<file path="src/rtl/divu_sequencer.sv">
// DIV/DIVU control stage: screens divide-by-zero, issues magnitudes to the
// unsigned divider core, applies sign fixup and owns the HI/LO registers.
module divu_sequencer #(
  parameter int TIMEOUT_CYCLES = 40,
  parameter int CNT_W          = 6
) (
  input  logic        clock,
  input  logic        reset,
  input  logic        start,
  input  logic        op_signed,
  input  logic [31:0] op_a,
  input  logic [31:0] op_b,
  input  logic        mthi,
  input  logic        mtlo,
  input  logic [31:0] wdata,
  output logic        busy,
  output logic        done,
  output logic        div_by_zero,
  output logic        timeout,
  output logic        div_valid,
  output logic [31:0] div_dividend,
  output logic [31:0] div_divisor,
  input  logic        div_ready,
  input  logic [31:0] div_quotient,
  input  logic [31:0] div_remainder,
  output logic [31:0] hi,
  output logic [31:0] lo,
  output logic [2:0]  fsm_state
);

  // Core handshake: div_valid is a single-cycle issue strobe; the core answers
  // with a single div_ready cycle carrying quotient/remainder, honoured in WAIT only.
  typedef enum logic [2:0] {
    IDLE  = 3'd0,
    ISSUE = 3'd1,
    WAIT  = 3'd2,
    FIXUP = 3'd3,
    DONE  = 3'd4
  } state_t;

  localparam logic [CNT_W-1:0] CNT_LIMIT = CNT_W'(TIMEOUT_CYCLES);

  state_t            state, state_next;
  logic [CNT_W-1:0]  cnt;
  logic              neg_q, neg_r;
  logic [31:0]       q_reg, r_reg;
  logic [31:0]       a_mag, b_mag;
  logic              b_zero;

  assign fsm_state = state;
  assign b_zero    = (op_b == 32'd0);
  // 0x80000000 negates to itself, which is the correct unsigned magnitude.
  assign a_mag     = (op_signed && op_a[31]) ? (~op_a + 32'd1) : op_a;
  assign b_mag     = (op_signed && op_b[31]) ? (~op_b + 32'd1) : op_b;

  always_ff @(posedge clock) begin
    if (reset) state <= IDLE;
    else       state <= state_next;
  end

  always_comb begin
    state_next = state;
    busy       = 1'b0;
    done       = 1'b0;
    div_valid  = 1'b0;
    case (state)
      IDLE:  if (start) state_next = b_zero ? DONE : ISSUE;
      ISSUE: begin
        busy       = 1'b1;
        div_valid  = 1'b1;
        state_next = WAIT;
      end
      WAIT: begin
        busy = 1'b1;
        if (div_ready)             state_next = FIXUP;
        else if (cnt == CNT_LIMIT) state_next = DONE;
      end
      FIXUP: begin
        busy       = 1'b1;
        state_next = DONE;
      end
      DONE: begin
        done       = 1'b1;
        state_next = IDLE;
      end
      default: state_next = IDLE;
    endcase
  end

  always_ff @(posedge clock) begin
    if (reset) begin
      cnt          <= '0;
      neg_q        <= 1'b0;
      neg_r        <= 1'b0;
      q_reg        <= 32'd0;
      r_reg        <= 32'd0;
      div_dividend <= 32'd0;
      div_divisor  <= 32'd0;
      div_by_zero  <= 1'b0;
      timeout      <= 1'b0;
      hi           <= 32'd0;
      lo           <= 32'd0;
    end else begin
      case (state)
        IDLE: if (start) begin
          div_by_zero <= b_zero;
          timeout     <= 1'b0;
          if (!b_zero) begin
            div_dividend <= a_mag;
            div_divisor  <= b_mag;
            neg_q        <= op_signed & (op_a[31] ^ op_b[31]);
            neg_r        <= op_signed & op_a[31];
          end
        end
        ISSUE: cnt <= '0;
        WAIT: begin
          if (div_ready) begin
            q_reg <= div_quotient;
            r_reg <= div_remainder;
          end else if (cnt == CNT_LIMIT) begin
            timeout <= 1'b1;
          end else begin
            cnt <= cnt + CNT_W'(1);
          end
        end
        FIXUP: begin
          lo <= neg_q ? (32'd0 - q_reg) : q_reg;
          hi <= neg_r ? (32'd0 - r_reg) : r_reg;
        end
        default: ;
      endcase
      // FIXUP is a busy state, so MT writes never collide with the result write.
      if (!busy) begin
        if (mthi) hi <= wdata;
        if (mtlo) lo <= wdata;
      end
    end
  end

endmodule

</file>
<file path="config.mk">
export PLATFORM = sky130hd
export DESIGN_NAME = divu_sequencer
export DESIGN_NICKNAME = d
export VERILOG_FILES = /design/src/rtl/divu_sequencer.sv
export SDC_FILE = /design/constraint.sdc
export NUM_CORES = 1
export LEC_CHECK = 0
export CORE_MARGIN = 3
export CORE_UTILIZATION = 52
export CTS_CLUSTER_DIAMETER = 60
export DETAILED_ROUTE_END_ITERATION = 16
export GPL_ROUTABILITY_DRIVEN = 1
export MAX_ROUTING_LAYER = met4
export PLACE_DENSITY = 0.87
export SYNTH_ARGS = -nofsm -noshare
export SYNTH_HDL_FRONTEND = slang
export SYNTH_SLANG_ARGS = --single-unit
</file>
<file path="constraint.sdc">
create_clock -name clock -period 4.05 [get_ports clock]
set_input_delay 0.405 -clock clock [delete_from_list [all_inputs] [get_ports clock]]
set_output_delay 0.405 -clock clock [all_outputs]
set_load 0.005 [all_outputs]
</file>
# Word-level counts from Yosys, hierarchy flattened
# Index checks and enable logic that the tools add are counted.
word_totals:
  register_bits: 205
  latchBits: 0
  word_cells: 71
  input_bits: 167
  n_memories: 0
  rom_bits: 0
  ramBits: 0
  output_inout_bits: 136
classes:
  div: 0
  mul: 0
  eq_ne: 10
  addsub: 5
  bitwise: 6
  muxes: 25
  shift: 0
  reduce_logical: 13
  order_cmp: 0
ops:
  columns: ["operator", "count"]
  rows:
  - ["$mux W32", 10]
  - ["$add A32 B1 Y32 const B", 2]
  - ["$not A32 Y32", 2]
  - ["$sub A1 B32 Y32 const A", 2]
  - ["$logic_not A32 Y1", 1]
  - ["$mux W3", 4]
  - ["$mux W6", 2]
  - ["$pmux W3 S4", 1]
  - ["$pmux W6 S2", 1]
  - ["$ne A2 B2 Y1 const B", 4]
  - ["$add A6 B1 Y6 const B", 1]
  - ["$eq A3 B2 Y1 const B", 2]
  - ["$eq A6 B6 Y1 const B", 1]
  - ["$mux W1", 6]
  - ["$reduce_and A2 Y1", 3]
  - ["$reduce_and A3 Y1", 2]
  - ["$reduce_and A4 Y1", 1]
  - ["$reduce_bool A2 Y1", 2]
  - ["$eq A3 B1 Y1 const B", 1]
  - ["$eq A3 B3 Y1 const B", 1]
  - ["$logic_not A3 Y1", 1]
  - ["$ne A3 B3 Y1 const B", 1]
  - ["$reduce_or A3 Y1", 1]
  - ["$and A1 B1 Y1", 2]
  - ["4 further kinds", 5]

# Depth between registers and ports, before layout
# Gate-level depths: netlist of run 1.
logic_depth:
  ltp_word: 5
  ltp_mapped: 10
  ltp_nobuf: 8

# Worst setup path before layout of run 1
# OpenSTA, ideal clock, no wires.
synth_path:
  path_kind: "input to register"
  start: "in op_a[14]"
  end: "reg div_dividend[26]"
  n_path_buf: 1
  slack_ns: 1.768
  required_time_ns: 3.964
  cell_stages: 7
  t_arrival_ns: 2.197
  setup_ns: 0.086
  cell_sequence: "or4_4 or4_1 buf_2 nor3_1 a21oi_1 xnor2_1 a211oi_1"
synth_between:
  elab_chain_cells: 3
synth_lines:
  columns: ["item", "line", "text"]
  rows:
  - ["start: declaration", "11", "input logic [31:0] op_a,"]
  - ["$not A32 Y32", "53", "assign a_mag = (op_signed && op_a[31]) ? (~op_a + 32'd1) : op_a;"]
  - ["$add A32 B1 Y32", "53", null]
  - ["$mux W32", "53", null]
  - ["end signal: assignment", "109", "div_dividend <= a_mag;"]
  - ["end: declaration", "21", "output logic [31:0] div_dividend,"]
# Every way passes these cells.
# A chain may end at the register's enable or synchronous reset.

# Final worst setup path of run 1
layout_path:
  start: "reg r_reg[6]"
  end: "reg hi[31]"
layout_between:
  elab_chain_cells: 5
layout_lines:
  columns: ["item", "line", "text"]
  rows:
  - ["start: declaration", "46", "logic [31:0] q_reg, r_reg;"]
  - ["start signal: assignment", "119", "r_reg <= div_remainder;"]
  - ["$sub A1 B32 Y32 (*)", "128", "hi <= neg_r ? (32'd0 - r_reg) : r_reg;"]
  - ["$mux W32 (*)", "128", null]
  - ["$mux W32 (*)", "104", "case (state)"]
  - ["$mux W32", "134", "if (mthi) hi <= wdata;"]
  - ["$mux W32 (*)", "133", "if (!busy) begin"]
  - ["end signal: assignment", "128", null]
  - ["end signal: assignment", "134", null]
  - ["end: declaration", "26", "output logic [31:0] hi,"]
# Mark *: on every way between the ends. The rest lies on a longest branch, timed or not.

==> reports/qor.csv, run 1 <==
metric,value,unit
Area Growth Syn to Fin,38.0,%
Die H,147,um
Total Power,5.79,mW
drt via density,5.91,
top_reg_cell synth,dfxtp_1,
Simple-Gate Fraction of Synth Area,0.234,
final setup fails,0,
post-layout instance area,0.0143,mm^2
starting density of the core,0.541,
"Hold-fix buffers, CTS",0,
final-stage net count,1743,
initial antenna violation count,3,
post-route insts no fill,1847,
number of H-tree levels,1,
post-DR wirelength/cell,19.5,um
Synth cell types,57,
CP Launch Point,r_reg[6],
first-pass GRT wire length,56200,um
DR DRC count,0,
crit path DAT,3.13,ns
Post-Synth XOR/XNOR Area,0.0956,
status,"complete, no violations",
TritonCTS clock tree,yes,
Reg2Reg Depth,6,
"EDFF count, synth",0,
"critical path fanouts, max",13,
setup bufs post-CTS,0,
"Slew Viols, Final",0,
mux share of post-synthesis cell area,0,
Rows,50,
CTS Buffer Depth,3,
post-synth design cell area,0.0104,mm^2
clock skew,0.0196,ns
post-CTS resize count,0,
Setup WS post-layout,1.33,ns
pwr dens,406,mW/mm^2
Post-Place Cells,1805,
GR Util All Layers,0.327,
hold path startpoint,reset,
period utilization,0.672,
"Avg Cell Area, Syn",7.86,um^2
Fmax,368,MHz
setup repair after global routing missed its margin,no,
VDD IR max,0.335,mV
Max Cap Viol,0,
proportion of layout cells with a drive suffix above 1,0.0492,
hpwl dp,26200,um
"commonest non-fill, non-tap cell in the layout",clkdlybuf4s50_1,
max_slew headroom,0.366,
Setup TNS,0,ns
fin crit period,2.72,ns
"Core Util, Final",0.746,
Num CTS Buffers,23,
Worst setup SP type,register,
Static Leak,5.01,nW
ANT nets after route,0,
largest net degree at the start of global routing,112,
highest-count cells in the layout ignoring fill and taps,"clkdlybuf4s50_1 (301), dfxtp_1 (205), nand2_1 (200), nor2_1 (157), a21oi_1 (129)",
Routed WL,35900,um
post-synthesis adder-cell area fraction,0.00725,
Vias,10900,
Clock Latency Late Sink,0.52,ns
final weighted congestion in routability-driven placement,0.951,
post-synthesis async set-or-reset flop share,0,
fillcell total,1486,
largest family of logic cells by synthesized area,simple AND/OR/NAND/NOR gates,
Worst EP required,4.46,ns
CORE AREA,0.0191,mm^2
#FFs+latches synth,205,
total iterations of the first detailed-routing run,5,
Post-Syn Instances,1318,
Syn. warnings,0,
endpoints failing hold,0,
I/O Pins,303,
I/O Buffers,302,
Compound-Gate Fraction of Synth Area,0.226,
vias in the first global route,10200,
initial detailed-routing violation count,978,
clock transition at the registers of the reported paths,0.06,ns
Congestion Overflow GR,0,
crit path capture type,register,
worst-margin pin slew,0.950,ns
Die Wd,147,um
die area,0.0216,mm^2
Setup Crit Path Kind,register to register,
pre-CTS setup slack,0.904,ns
Post-DP Area,0.0135,mm^2
worst hold path type,input pin to register,
post-synthesis sequential area ratio,0.396,
Mapped Nets,1491,
reg2reg start,r_reg[6],
Hold Crit Depth,2,
root buffer cell,clkbuf_16,
WHS,0.423,ns
# clock sinks,205,
## power breakdown
| part | switching (mW) | internal, mW |
|---|---|---|
| logic | 0.686 | 0.685 |
| registers | 0.132 | 2.19 |
| clock network | 0.842 | 1.26 |
## per-layer routing
| layer | part of all wire | global-route usage | vias to the layer above |
|---|---|---|---|
| met5 | 0 | - | - |
| met4 | 0.030 | 0.0965 | 0 |
| met3 | 0.10 | 0.0805 | 75 |
| met2 | 0.48 | 0.551 | 525 |
| met1 | 0.38 | 0.389 | 5118 |
| li1 | - | - | 5191 |
## synthesized netlist by cell type (7+ instances only)
master	n	area (um^2)
a22oi_1	8	60.1
o211ai_1	13	97.6
buf_1	7	26.3
xnor2_1	71	622
nand2b_1	20	125
nand4_1	8	50.1
clkbuf_1	78	293
a31oi_1	14	87.6
nand2_1	200	751
nor4_1	14	87.6
a211oi_1	69	518
xor2_1	42	368
dfxtp_1	205	4100
inv_1	17	63.8
nor2_1	158	593
or3_1	15	93.8
o31ai_1	25	188
o32ai_1	13	114
nor3_1	27	135
o41ai_1	20	175
o22ai_1	10	62.6
o21ai_0	37	185
nand3_1	22	110
a21oi_1	129	646
buf_2	8	40.0
or4_1	10	75.1
## cells by family (layout without fill, tap and decap cells)
family | count (synthesis) | after routing
AO/OA/AOI/OAI | 362 | 362
XOR/XNOR | 113 | 113
adder cells (fa/ha/maj) | 6 | 6
buffers and inverters | 110 | 376
flip-flops | 205 | 205
other | 0 | 3
AND/OR/NAND/NOR | 522 | 522
## worst max-delay path, cell delays in order, from the launching register on
cell	delay [ns]
dfxtp_1	0.38
nor4_2	0.49
nand4b_1	0.54
or3_1	0.56
o41ai_2	0.30
xor2_1	0.11
a211oi_1	0.24
## final cells by class
cell class                      instances  area, um^2  area share
Tap cell                              260         325      0.0228
Multi-Input combinational cell       1003        5850       0.409
Inverter                               17        63.8     0.00447
Sequential cell                       205        4100       0.287
Clock inverter                          7        92.6     0.00648
Timing Repair Buffer                  320        3180       0.223
Clock buffer                           32         659      0.0462
Antenna cell                            3        7.51    0.000526
## final timing paths
check | endpoint | slack, ns
max | hi[31] | 1.33
min | hi[2] | 0.42
max reg2reg | hi[31] | 1.33
min reg2reg | div_dividend[0] | 0.47
(Power assumes the default switching activity.)
==> inputs of run 2 (changes only) <==
Settings changed: CORE_UTILIZATION 52 to 43, PLACE_DENSITY 0.87 to 0.77.
Clock period 4.05 ns to 2.2 ns, I/O delays scaled along.
==> run 2 against run 1 <==
  * First-iteration DRC count is 20% lower
  * Global-route usage is 5.1 points lower
  * Core utilization is 9.2 points lower
  * Worst setup slack worse by 1.3 ns
  * Critical path depth stayed put
  * Hold slack worse by 0.25 ns
  * Power is 87% higher
  * Final area is 7.9% higher
  * Clock skew is 0.010 ns lower
  * Wire length is 1.8% higher
  * Die area is 20% higher
  * Largest cell class unchanged
  * Highest routed layer unchanged
==> reports/qor.csv, run 2 (synthesis results as in run 1) <==
metric,value,unit
root buffer cell,clkbuf_16,
drt via density,5.52,
# clock sinks,205,
post-route insts no fill,2021,
max_slew headroom,0.563,
fin crit period,2.17,ns
Worst setup SP type,input pin,
Max Cap Viol,0,
"Slew Viols, Final",0,
CORE AREA,0.0235,mm^2
CP max stage cell,or4_4,
Int Pwr,7.72,mW
clock skew,0.00930,ns
crit path cell chain,clkdlybuf4s50_1 > or4_4 > or4_4 > o41ai_2 > xor2_1 > a211oi_1,
fillcell total,2023,
Vias,11100,
Switch Pwr,3.12,mW
DR DRC count,0,
CTS Buffer Depth,3,
proportion of layout cells with a drive suffix above 1,0.123,
Num CTS Buffers,23,
vias in the first global route,10800,
CP Buf/Inv Count,1,
clock transition at the registers of the reported paths,0.06,ns
initial detailed-routing violation count,782,
Setup Crit Path Kind,input pin to register,
max incr delay on CP,0.54,ns
crit path capture type,register,
total iterations of the first detailed-routing run,8,
period utilization,0.984,
die area,0.0260,mm^2
I/O Buffers,302,
Area Growth Syn to Fin,48.9,%
final-stage net count,1855,
TritonCTS clock tree,yes,
Net Sw Frac,0.288,
status,"complete, no violations",
Rows,56,
hpwl dp,27400,um
clock share of power,0.348,
Worst EP required,2.61,ns
ANT nets after route,0,
number of H-tree levels,1,
Die H,161,um
"critical path fanouts, max",7,
VDD IR max,0.463,mV
I/O Pins,303,
initial antenna violation count,3,
worst-margin pin slew,0.656,ns
Routed WL,36600,um
largest net degree at the start of global routing,82,
Clock Latency Late Sink,0.50,ns
GR Util All Layers,0.276,
Post-DP Area,0.0146,mm^2
post-layout instance area,0.0154,mm^2
"commonest non-fill, non-tap cell in the layout",clkdlybuf4s50_1,
"Hold-fix buffers, CTS",0,
Most common cell on crit path,or4_4,
pwr dens,703,mW/mm^2
post-DR wirelength/cell,18.1,um
Die Wd,161,um
starting density of the core,0.440,
Gate power share,0.258,
Post-Place Cells,1974,
register share of total power,0.394,
worst hold path type,input pin to register,
Static Leak,5.62,nW
first-pass GRT wire length,56700,um
highest-count cells in the layout ignoring fill and taps,"clkdlybuf4s50_1 (300), dfxtp_1 (204), nand2_1 (200), nor2_1 (156), a21oi_1 (129)",
final setup fails,0,
Fmax,462,MHz
Congestion Overflow GR,0,
crit-path leading delay family,simple AND/OR/NAND/NOR gates,
crit path DAT,2.58,ns
final weighted congestion in routability-driven placement,0.933,
endpoints failing hold,0,
[run 2: metrics by stage]
stage	total power [mW]	setup slack, ns	setup TNS [ns]	utilization	hold slack (ns)
finish	10.8	0.0347	0	0.655	0.177
global route	11.3	-0.0390	-0.0774	0.655	0.210
CTS	10.8	-0.0141	-0.0141	0.651	0.181
detailed placement	7.05	-0.551	-14.80	0.618	0.446
global placement	7.01	-0.472	-13.25	0.618	0.441
floorplan	5.52	0.0204	0	-	0.356
[run 2: area by class of cell]
class	count	area (um^2)	area share
well taps	319	399	0.0259
multi-input cells	1003	5940	0.386
clock inverters	11	90.1	0.00584
repair buffers	432	4150	0.269
diodes	4	10.0	0.000649
flip-flops and latches	205	4110	0.266
inverters	17	63.8	0.00414
clock buffers	30	652	0.0423
[run 2: repair_timing]
item | CTS | global route
setup endpoints to repair | 7 | 16
setup buffers | 0 | 2
pin swaps | 1 | 6
resized for setup | 6 | 12
[run 2: worst paths after layout]
kind / start / slack [ns] / depth (start not counted) / to
hold reg to reg: div_dividend[0] / 0.45 / 2 / div_dividend[0]
setup reg to reg: r_reg[20] / 0.06 / 6 / hi[31]
setup / recovery: op_a[15] / 0.03 / 6 / div_dividend[25]
hold / removal: reset / 0.18 / 2 / hi[3]
[run 2: layer usage]
layer  GRT usage  wire, um  vias to the layer above
li1            -         -                     5418
met1       0.335     15200                     5197
met2       0.457     17200                      462
met3      0.0605      3020                       70
met4      0.0919      1200                        0
met5           -         0                        -
[run 2: power groups by stage]
stage / combinational [mW] / sequential (mW) / clock [mW]
final: 2.80 / 4.27 / 3.78
after global routing: 3.04 / 4.30 / 4.00
after CTS: 2.75 / 4.26 / 3.83
after detailed placement: 2.72 / 4.33 / 0
after global placement: 2.68 / 4.33 / 0
after floorplan: 1.21 / 4.30 / 0
